==> config.mk <==
export PLATFORM = sky130hd
export DESIGN_NAME = emod_red_flat
export DESIGN_NICKNAME = d
export VERILOG_FILES = /design/src/rtl/rsa_pkg.sv /design/src/rtl/emod_red_if.sv /design/src/rtl/emod_red_step.sv /design/src/rtl/emod_red.sv /design/src/flat_wrapper.sv
export SDC_FILE = /design/constraint.sdc
export NUM_CORES = 1
export LEC_CHECK = 0
export ABC_AREA = 1
export BUFFER_PORTS_ARGS = -buffer_cell sky130_fd_sc_hd__buf_2
export CORE_MARGIN = 5
export CORE_UTILIZATION = 45
export CTS_BUF_LIST = sky130_fd_sc_hd__clkbuf_4
export DETAILED_ROUTE_END_ITERATION = 7
export GPL_TIMING_DRIVEN = 0
export MAX_ROUTING_LAYER = met4
export PLACE_DENSITY = 0.76
export SLEW_MARGIN = 25
export SYNTH_ARGS = -nofsm -noshare
export SYNTH_HDL_FRONTEND = slang
export SYNTH_SLANG_ARGS = --single-unit
==> constraint.sdc <==
create_clock -name clock -period 2.31 [get_ports clock]
set_input_delay 0.5775 -clock clock [delete_from_list [all_inputs] [get_ports clock]]
set_output_delay 0.5775 -clock clock [all_outputs]
set_load 0.03 [all_outputs]
==> src/rtl/rsa_pkg.sv <==
// Shared RSA-datapath definitions: the default operand width, the reducer FSM
// state type and the width of its bit counter.
package rsa_pkg;
  localparam int WIDTH = 8;
  localparam int CNT_W = $clog2(2 * WIDTH);

  typedef enum logic [1:0] {
    IDLE = 2'd0,
    RUN  = 2'd1,
    DONE = 2'd2
  } emod_state_t;
endpackage

==> src/rtl/emod_red_if.sv <==
// Handshake and operand bundle between a multiply/reduce controller (master)
// and the modular-reduction stage (slave).
interface emod_red_if #(parameter int WIDTH = rsa_pkg::WIDTH);
  logic                 enable;
  logic [2*WIDTH-1:0]   x;
  logic [WIDTH-1:0]     n;
  logic [WIDTH-1:0]     r;
  logic [2*WIDTH-1:0]   q;
  logic                 err;
  logic                 ready;

  modport master (output enable, x, n, input r, q, err, ready);
  modport slave  (input enable, x, n, output r, q, err, ready);
endinterface

==> src/rtl/emod_red_step.sv <==
// One restoring shift-subtract step: append the incoming dividend bit to the
// partial remainder and subtract the modulus when it fits.
module emod_red_step #(parameter int WIDTH = rsa_pkg::WIDTH) (
  input  logic [WIDTH-1:0] rem,
  input  logic             bit_in,
  input  logic [WIDTH-1:0] n,
  output logic [WIDTH-1:0] rem_nxt,
  output logic             q_bit
);
  logic [WIDTH:0] t;

  assign t     = {rem, bit_in};
  assign q_bit = (t >= {1'b0, n});
  // The result is always below n, so wrap-around W-bit subtraction is exact.
  assign rem_nxt = q_bit ? (t[WIDTH-1:0] - n) : t[WIDTH-1:0];
endmodule

==> src/rtl/emod_red.sv <==
// Sequential x mod n reducer, one quotient bit per clock; result and ready
// are held in DONE until reset.
module emod_red #(parameter int WIDTH = rsa_pkg::WIDTH) (
  input logic      clock,
  input logic      reset,
  emod_red_if.slave bus
);
  import rsa_pkg::*;

  localparam int            CW   = $clog2(2 * WIDTH);
  localparam logic [CW-1:0] LAST = CW'(2 * WIDTH - 1);

  emod_state_t        state, state_nxt;
  logic [2*WIDTH-1:0] div;
  logic [WIDTH-1:0]   nreg, rem, rem_nxt;
  logic [CW-1:0]      cnt;
  logic               qbit;
  logic [WIDTH-1:0]   r_reg;
  logic [2*WIDTH-1:0] q_reg;
  logic               err_reg, ready_reg;

  emod_red_step #(.WIDTH(WIDTH)) u_step (
    .rem     (rem),
    .bit_in  (div[2*WIDTH-1]),
    .n       (nreg),
    .rem_nxt (rem_nxt),
    .q_bit   (qbit)
  );

  always_ff @(posedge clock or posedge reset) begin
    if (reset) state <= IDLE;
    else       state <= state_nxt;
  end

  always_comb begin
    state_nxt = state;
    case (state)
      IDLE: if (bus.enable) state_nxt = (bus.n == '0) ? DONE : RUN;
      RUN:  if (cnt == LAST) state_nxt = DONE;
      DONE: state_nxt = DONE;
      default: state_nxt = IDLE;
    endcase
  end

  // The dividend register shifts quotient bits in at the bottom as the
  // dividend bits leave the top, so it holds the quotient after the last step.
  always_ff @(posedge clock or posedge reset) begin
    if (reset) begin
      div       <= '0;
      nreg      <= '0;
      rem       <= '0;
      cnt       <= '0;
      r_reg     <= '0;
      q_reg     <= '0;
      err_reg   <= 1'b0;
      ready_reg <= 1'b0;
    end else begin
      case (state)
        IDLE: begin
          if (bus.enable) begin
            if (bus.n != '0) begin
              div  <= bus.x;
              nreg <= bus.n;
              rem  <= '0;
              cnt  <= '0;
            end else begin
              err_reg   <= 1'b1;
              ready_reg <= 1'b1;
            end
          end
        end
        RUN: begin
          rem <= rem_nxt;
          div <= {div[2*WIDTH-2:0], qbit};
          cnt <= cnt + 1'b1;
          if (cnt == LAST) begin
            r_reg     <= rem_nxt;
            q_reg     <= {div[2*WIDTH-2:0], qbit};
            ready_reg <= 1'b1;
          end
        end
        default: ;
      endcase
    end
  end

  assign bus.r     = r_reg;
  assign bus.q     = q_reg;
  assign bus.err   = err_reg;
  assign bus.ready = ready_reg;
endmodule

==> src/flat_wrapper.sv <==
// flat-port wrapper written by rule: the top's interface ports become plain ports
module emod_red_flat import rsa_pkg::*;
#(parameter int WIDTH = rsa_pkg::WIDTH)
  (clock, reset, bus_enable, bus_x, bus_n, bus_r, bus_q, bus_err, bus_ready);
  emod_red_if #(.WIDTH(WIDTH)) bus_i ();
  input logic clock;
  input logic reset;
  input wire logic [$bits(bus_i.enable)-1:0] bus_enable;
  input wire logic [$bits(bus_i.x)-1:0] bus_x;
  input wire logic [$bits(bus_i.n)-1:0] bus_n;
  output wire logic [$bits(bus_i.r)-1:0] bus_r;
  output wire logic [$bits(bus_i.q)-1:0] bus_q;
  output wire logic [$bits(bus_i.err)-1:0] bus_err;
  output wire logic [$bits(bus_i.ready)-1:0] bus_ready;
  assign bus_i.enable = bus_enable;
  assign bus_i.x = bus_x;
  assign bus_i.n = bus_n;
  assign bus_r = bus_i.r;
  assign bus_q = bus_i.q;
  assign bus_err = bus_i.err;
  assign bus_ready = bus_i.ready;
  emod_red #(.WIDTH(WIDTH)) u_core (.clock(clock), .reset(reset), .bus(bus_i));
endmodule
* Word-level counts from Yosys, hierarchy flattened
Cells that the tools add are included.
** Operators by class
- Add/subtract/negate cells :: 2
- $mul :: 0
- Div/mod/pow operators :: 0
- $lt $le $gt $ge :: 1
- Eq/ne operators :: 7
- Shift-type cells :: 0
- Multiplexer cells :: 18
- Bitwise operators :: 1
- Reduce and logical (&&, ||, !) cells :: 10
** Operator list (count)
- $mux 16 :: 2
- $pmux 16 s2 :: 1
- $mux 8 :: 3
- $pmux 8 s2 :: 1
- $ge 9x8->1 :: 1
- $reduce_and 3->1 :: 3
- $logic_not 8->1 :: 1
- $mux 4 :: 2
- $pmux 4 s2 :: 1
- $reduce_bool 8->1 :: 1
- $sub 8x8->8 :: 1
- $mux 2 :: 3
- $pmux 2 s3 :: 1
- $add 4x1->4 const B :: 1
- $eq 4x4->1 const B :: 1
- $ne 2x1->1 const B :: 2
- $ne 2x2->1 const B :: 2
- $reduce_and 2->1 :: 2
- $reduce_and 4->1 :: 1
- $mux 1 :: 3
- $eq 2x1->1 const B :: 1
- $eq 2x2->1 const B :: 1
- $logic_not 2->1 :: 1
- $pmux 1 s2 :: 1
- 2 further kinds :: 2
** Word-level totals
- Bits in registers :: 64
- Bits in latches :: 0
- Memory bits (writable) :: 0
- ROM bits :: 0
- Input port bits :: 27
- Output and inout port bits :: 26
- Logic and storage cells :: 48
- Memories kept :: 0

* Longest topological paths before layout
- Word-level depth :: 4
- Gate-level depth with buffers :: 13
- Mapped depth without buffers :: 13

* Modules after synthesis
From an unflattened synthesis, not the netlist that was laid out.
** Second synthesis, totals
- Cells, all modules :: 475
- Area, all modules :: 3578.4 µm²
** By module, submodules not included
- emod_red :: instances 1, cells an instance 366, area each 2924.1 µm², sequential area each 1601.5 µm²
- emod_red_step :: instances 1, cells an instance 109, area each 654.4 µm², sequential area each 0.0 µm²

* Worst setup path before layout
Ideal clock, no wire load.
- Path kind :: register to register
- From :: register u_core.rem[5]
- To :: register u_core.r_reg[7], in the netlist u_core.bus.r[7]
- Setup time :: 0.117 ns
- Data arrival time :: 1.563 ns
- Data required time :: 2.193 ns
- Slack :: 0.630 ns
- Stages on the path, launching flop included :: 12
- Path buffers :: 0
- Period minus slack after synthesis :: 1.680 ns
- Cell sequence :: dfrtp_1 -> ha_1 -> nand2_1 -> nand2_1 -> nand2_1 -> nand2_1 -> nor2_2 -> nand2_4 -> nand2_1 -> nand2_1 -> nand2_1 -> nand2_1
** Between the ends
- Cells in the longest elaborated chain, start to end :: 2
- Elaborated cells on any way between the ends :: 3
- Classes of those cells :: add/sub (1); order compare (1); mux (1)
** Ends and longest elaborated chain
- from (decl) :: line emod_red.sv:15 : logic [WIDTH-1:0] nreg, rem, rem_nxt;
- from (signal assigned) :: line emod_red.sv:73 : rem <= rem_nxt;
- $sub 8x8->8 / $ge 9x8->1 (equally long branches) :: line emod_red_step.sv:15, emod_red_step.sv:13
- $mux 8 (*) :: line emod_red_step.sv:15 : assign rem_nxt = q_bit ? (t[WIDTH-1:0] - n) : t[WIDTH-1:0];
- to (signal assigned) :: line emod_red.sv:77 : r_reg <= rem_nxt;
- to (decl) :: line emod_red.sv:18 : logic [WIDTH-1:0] r_reg;
Every way passes the cells marked *; elsewhere a longest branch is shown, timed or not.
A chain may end at the register's enable or synchronous reset.

* Worst setup path after layout
- From :: register u_core.rem[5]
- To :: register u_core.rem[7]
** Between the ends
- Cells in the longest elaborated chain, start to end :: 3
- Elaborated cells on any way between the ends :: 4
- Classes of those cells :: add/sub (1); order compare (1); mux (2)
** Ends and longest elaborated chain
- $sub 8x8->8 / $ge 9x8->1 (equally long branches) :: line emod_red_step.sv:15, emod_red_step.sv:13
- $mux 8 (*) :: line emod_red_step.sv:15
- $pmux 8 s2 (*) :: line emod_red.sv:58 : case (state)
Marked as above.

==> results.md <==
- The CTS tree is done.
- Setup repair after global routing left no endpoint under its margin.
- Once the floorplan was initialized, standard cells occupied 46.2% of the core.
- Setup slack on the worst reg-to-reg path comes out at 0.34 ns.
- In this run the tool buffered the top-level ports with 52 buffer cells.
- The mean area per synthesized cell is 8.51 um^2.
- During synthesis, Yosys emitted a total of 0 warnings.
- In this run the worst path has a maximum fanout of 10.
- The worst slew margin relative to its limit is between 50% and 60%.
- The total setup buffers inserted after CTS is 0.
- The total detailed-routing wirelength is roughly 7.4 mm.
- The clock passes through at most 2 buffers.
- The proportion of total power due to net switching is between 20% and 30%.
- The total via count in the routed design is 2819.
- The total instance count after detailed placement is 548.
- The number of nets in the synthesized netlist is roughly 440.
- The number of inserted diodes is 0.
- After the first detailed-routing iteration, the DRC count stood at about 130.
- The length in cells of the worst reg-to-reg path is 11.
- The number of non-filler instances in the completed layout is roughly 560.
- The root buffer cell is clkbuf_4.
- The area share of the largest cell type after synthesis is between 40% and 50%.
- The count of pins on the block boundary is 53.
- Detailed placement ended at an HPWL of approximately 5.5 mm.
- The internal power of the cells totals around 1500 uW.
- The number of buffers added to fix hold violations after cts is 0.
- The power density over cell area is between 400 and 500 nW/um^2.
- Ranked by total cell area, the synthesized netlist is headed by dfrtp_1 48%, nand2_1 13%, inv_1 5.2%.
- At the later pin of the worst-skew pair, clock insertion delay measures slightly above 0.4 ns.
- The synthesized design contains 0 enable-type register cells.
- The share of power burned in registers is between 50% and 60%.
- The total power draw is around 1900 uW.
- Counting instances in the post-synthesis netlist gives the leading cell types as 118 x nand2_1, 64 x dfrtp_1, 47 x inv_1.
- The wire length of the first global-routing pass is 12.9 mm.
- Data on the critical path is required at its endpoint by between 2 and 3 ns.
- The share of async-settable or async-resettable flops after synthesis is between 90% and 100%.
- The die boundary height is around 97 um.
- The final period utilization is between 80% and 90%.
- The max-slew violation count came to 0.
- The number of cells upsized or downsized after cts is 0.
- The post-synth design cell area is approximately 3400 um^2.
- The leakage component of the power is roughly 0.0021 uW.
- Data arrives at the worst endpoint at approximately 2.3 ns.
- In the global route stage, overall resource usage came out at between 10% and 20%.
- The count of nets after finishing is 500.
- The area overhead of the layout relative to synthesis is 16.4%.
- CTS built an H-tree with a depth of 3.
- The fmax is between 0.5 and 0.6 GHz.
- In this run the cell area measured after placement is 3780 um^2.
- In the synthesized netlist the dominant register cell turns out to be dfrtp_1.
- For this design, the sink count on the clock tree is between 60 and 70.
- The type of the worst setup path is flop to flop.
- The via count of the first global-routing pass is roughly 2800.
- The biggest area consumer among synthesized cells is dfrtp_1.
- The number of cells produced by synthesis is ~400.
- The cell area after layout is between 3000 and 4000 um^2.
- The number of max-capacitance violations reported is 0.
- The worst hold path belongs to the class input pin to asynchronous set/reset pin.
- At the pin with the least slew margin, the transition time is between 0.6 and 0.7 ns.
- The endpoint of the worst-slack reg-to-reg timing path is u_core.rem[7].
- Routability-driven placement finished with a final weighted congestion of 0.883.
- The final setup skew is between 0.015 and 0.02 ns.
- The count of nets left with antenna violations after detail routing is 0.
- The flow ran to the end, and the final reports show no timing, DRC or antenna violations.
- The detail-routed net length per standard cell is 13.2 um.
- The share of the Yosys chip area taken by registers is 47.5%.
- The number of distinct library cells after synthesis is 34.
- For this design the total switching power over the nets is between 400 and 500 uW.
- The pin count of the biggest net entering global routing is 48.
- The floorplan step defined a die boundary enclosing 9320 um^2.
- The post-detailed-route via-to-cell ratio is between 4 and 5.
- Across the VDD grid, the largest voltage drop is 0.224 mV.
- In this run, CTS created clock tree buffers numbering 9.
- The launching point of the worst reg2reg path is u_core.rem[5].
- The number of antenna violations at the first check in global routing is 0.
- The residual DRC count is 0.
- The worst-case hold slack is 0.102 ns.
- The hold violation total from the final report is 0.
- The total global routing overflow is 0.
- The share of layout cells above drive strength 1 is 24.5%.
- The final critical path time including I/O delays and setup is roughly 2 ns.
- The number of placement rows is 31.
- The first TritonRoute pass finished after 4 iterations.
- The number of setup violations in the final report is 0.
- Combinational cells account for under 10% of the total power.
- STA classifies the critical path startpoint as a flop.
- After synthesis the netlist holds a flip-flop and latch count of between 60 and 70.
- The standard cell core area is about 7300 um^2.
- The clock network burns 39.1% of the power.
- The clock transition at the registers of the reported paths is 0.11 ns.
- The worst setup path is captured at a flop.
- The overall die width is 96.5 um.
- The cell with the most instances after synthesis is nand2_1.
cells in the final DEF, fill, tap and decap left out, types with 9 or more instances in the layout:
cell type and instances:
nand2_1 118, dfrtp_1 64, buf_2 56, inv_1 46, nand3_1 32, o21ai_0 25
o211ai_2 13, nor2_1 12, ha_1 12, a21oi_1 10, o21ai_1 10, clkbuf_4 9
how the worst max path moves through the flow:
stage	slack (ns)	end	cells after the start	from
3_5_place_dp	0.36	u_core.bus.r[7]	11	u_core.rem[5]
5_1_grt	0.11	u_core.bus.r[7]	11	u_core.rem[5]
6_report	0.34	u_core.rem[7]	11	u_core.rem[5]
4_1_cts	0.34	u_core.bus.r[7]	11	u_core.rem[5]
2_1_floorplan	0.13	u_core.bus.err	1	reset
3_3_place_gp	-0.62	u_core.bus.err	2	reset
area by class of cell:
class	instances	area (um^2)
multi-input cells	265	1480
plain buffers	15	95.1
clock buffers	9	67.6
inverters	52	198
clock inverters	7	72.6
flip-flops and latches	64	1600
well taps	99	124
repair buffers	53	288
fillers	720	3370
critical path, stage by stage (launching register included):
cell and delay (ns):
dfrtp_1 0.42, ha_1 0.36, nand2_1 0.10, nand2_1 0.07, nand2_1 0.06, nand2_1 0.06, nor2_2 0.36, nand2_4 0.17
nand2_1 0.10, nand2_1 0.07, nand2_1 0.06, nand2_1 0.04
logic make-up (layout without fill, tap and decap cells):
| kind of cell | after synthesis | after routing | synth area share, % |
|---|---|---|---|
| compound gates | 70 | 70 | 14.7 |
| xor+xnor | 3 | 3 | 0.780 |
| fa+ha+maj | 13 | 13 | 5.05 |
| buf+inv | 67 | 136 | 8.61 |
| flops | 64 | 64 | 47.5 |
| mux | 1 | 1 | 0.334 |
| simple gates | 178 | 178 | 23.0 |
power groups by stage:
stage | sequential [uW] | clock [uW] | combinational [uW]
finish | 1120 | 760 | 62.2
global route | 1120 | 830 | 71.2
CTS | 1120 | 773 | 64.3
detailed placement | 1140 | 0 | 64.4
global placement | 1140 | 0 | 56.8
floorplan | 1140 | 0 | 23.3
layer usage:
metal / global-route usage, % / wire [um]
met1: 24.6 / 3500
met2: 28.2 / 3470
met3: 2.25 / 360
met4: 7.36 / 92
met5: - / 0
stage by stage:
stage,TNS (ns),setup slack [ns],util (%)
floorplan,0,0.134,-
global placement,-39.32,-0.618,51.5
detailed placement,0,0.359,51.9
CTS,0,0.338,53.8
global route,0,0.105,53.8
finish,0,0.340,53.8
(Power assumes the default switching activity.)
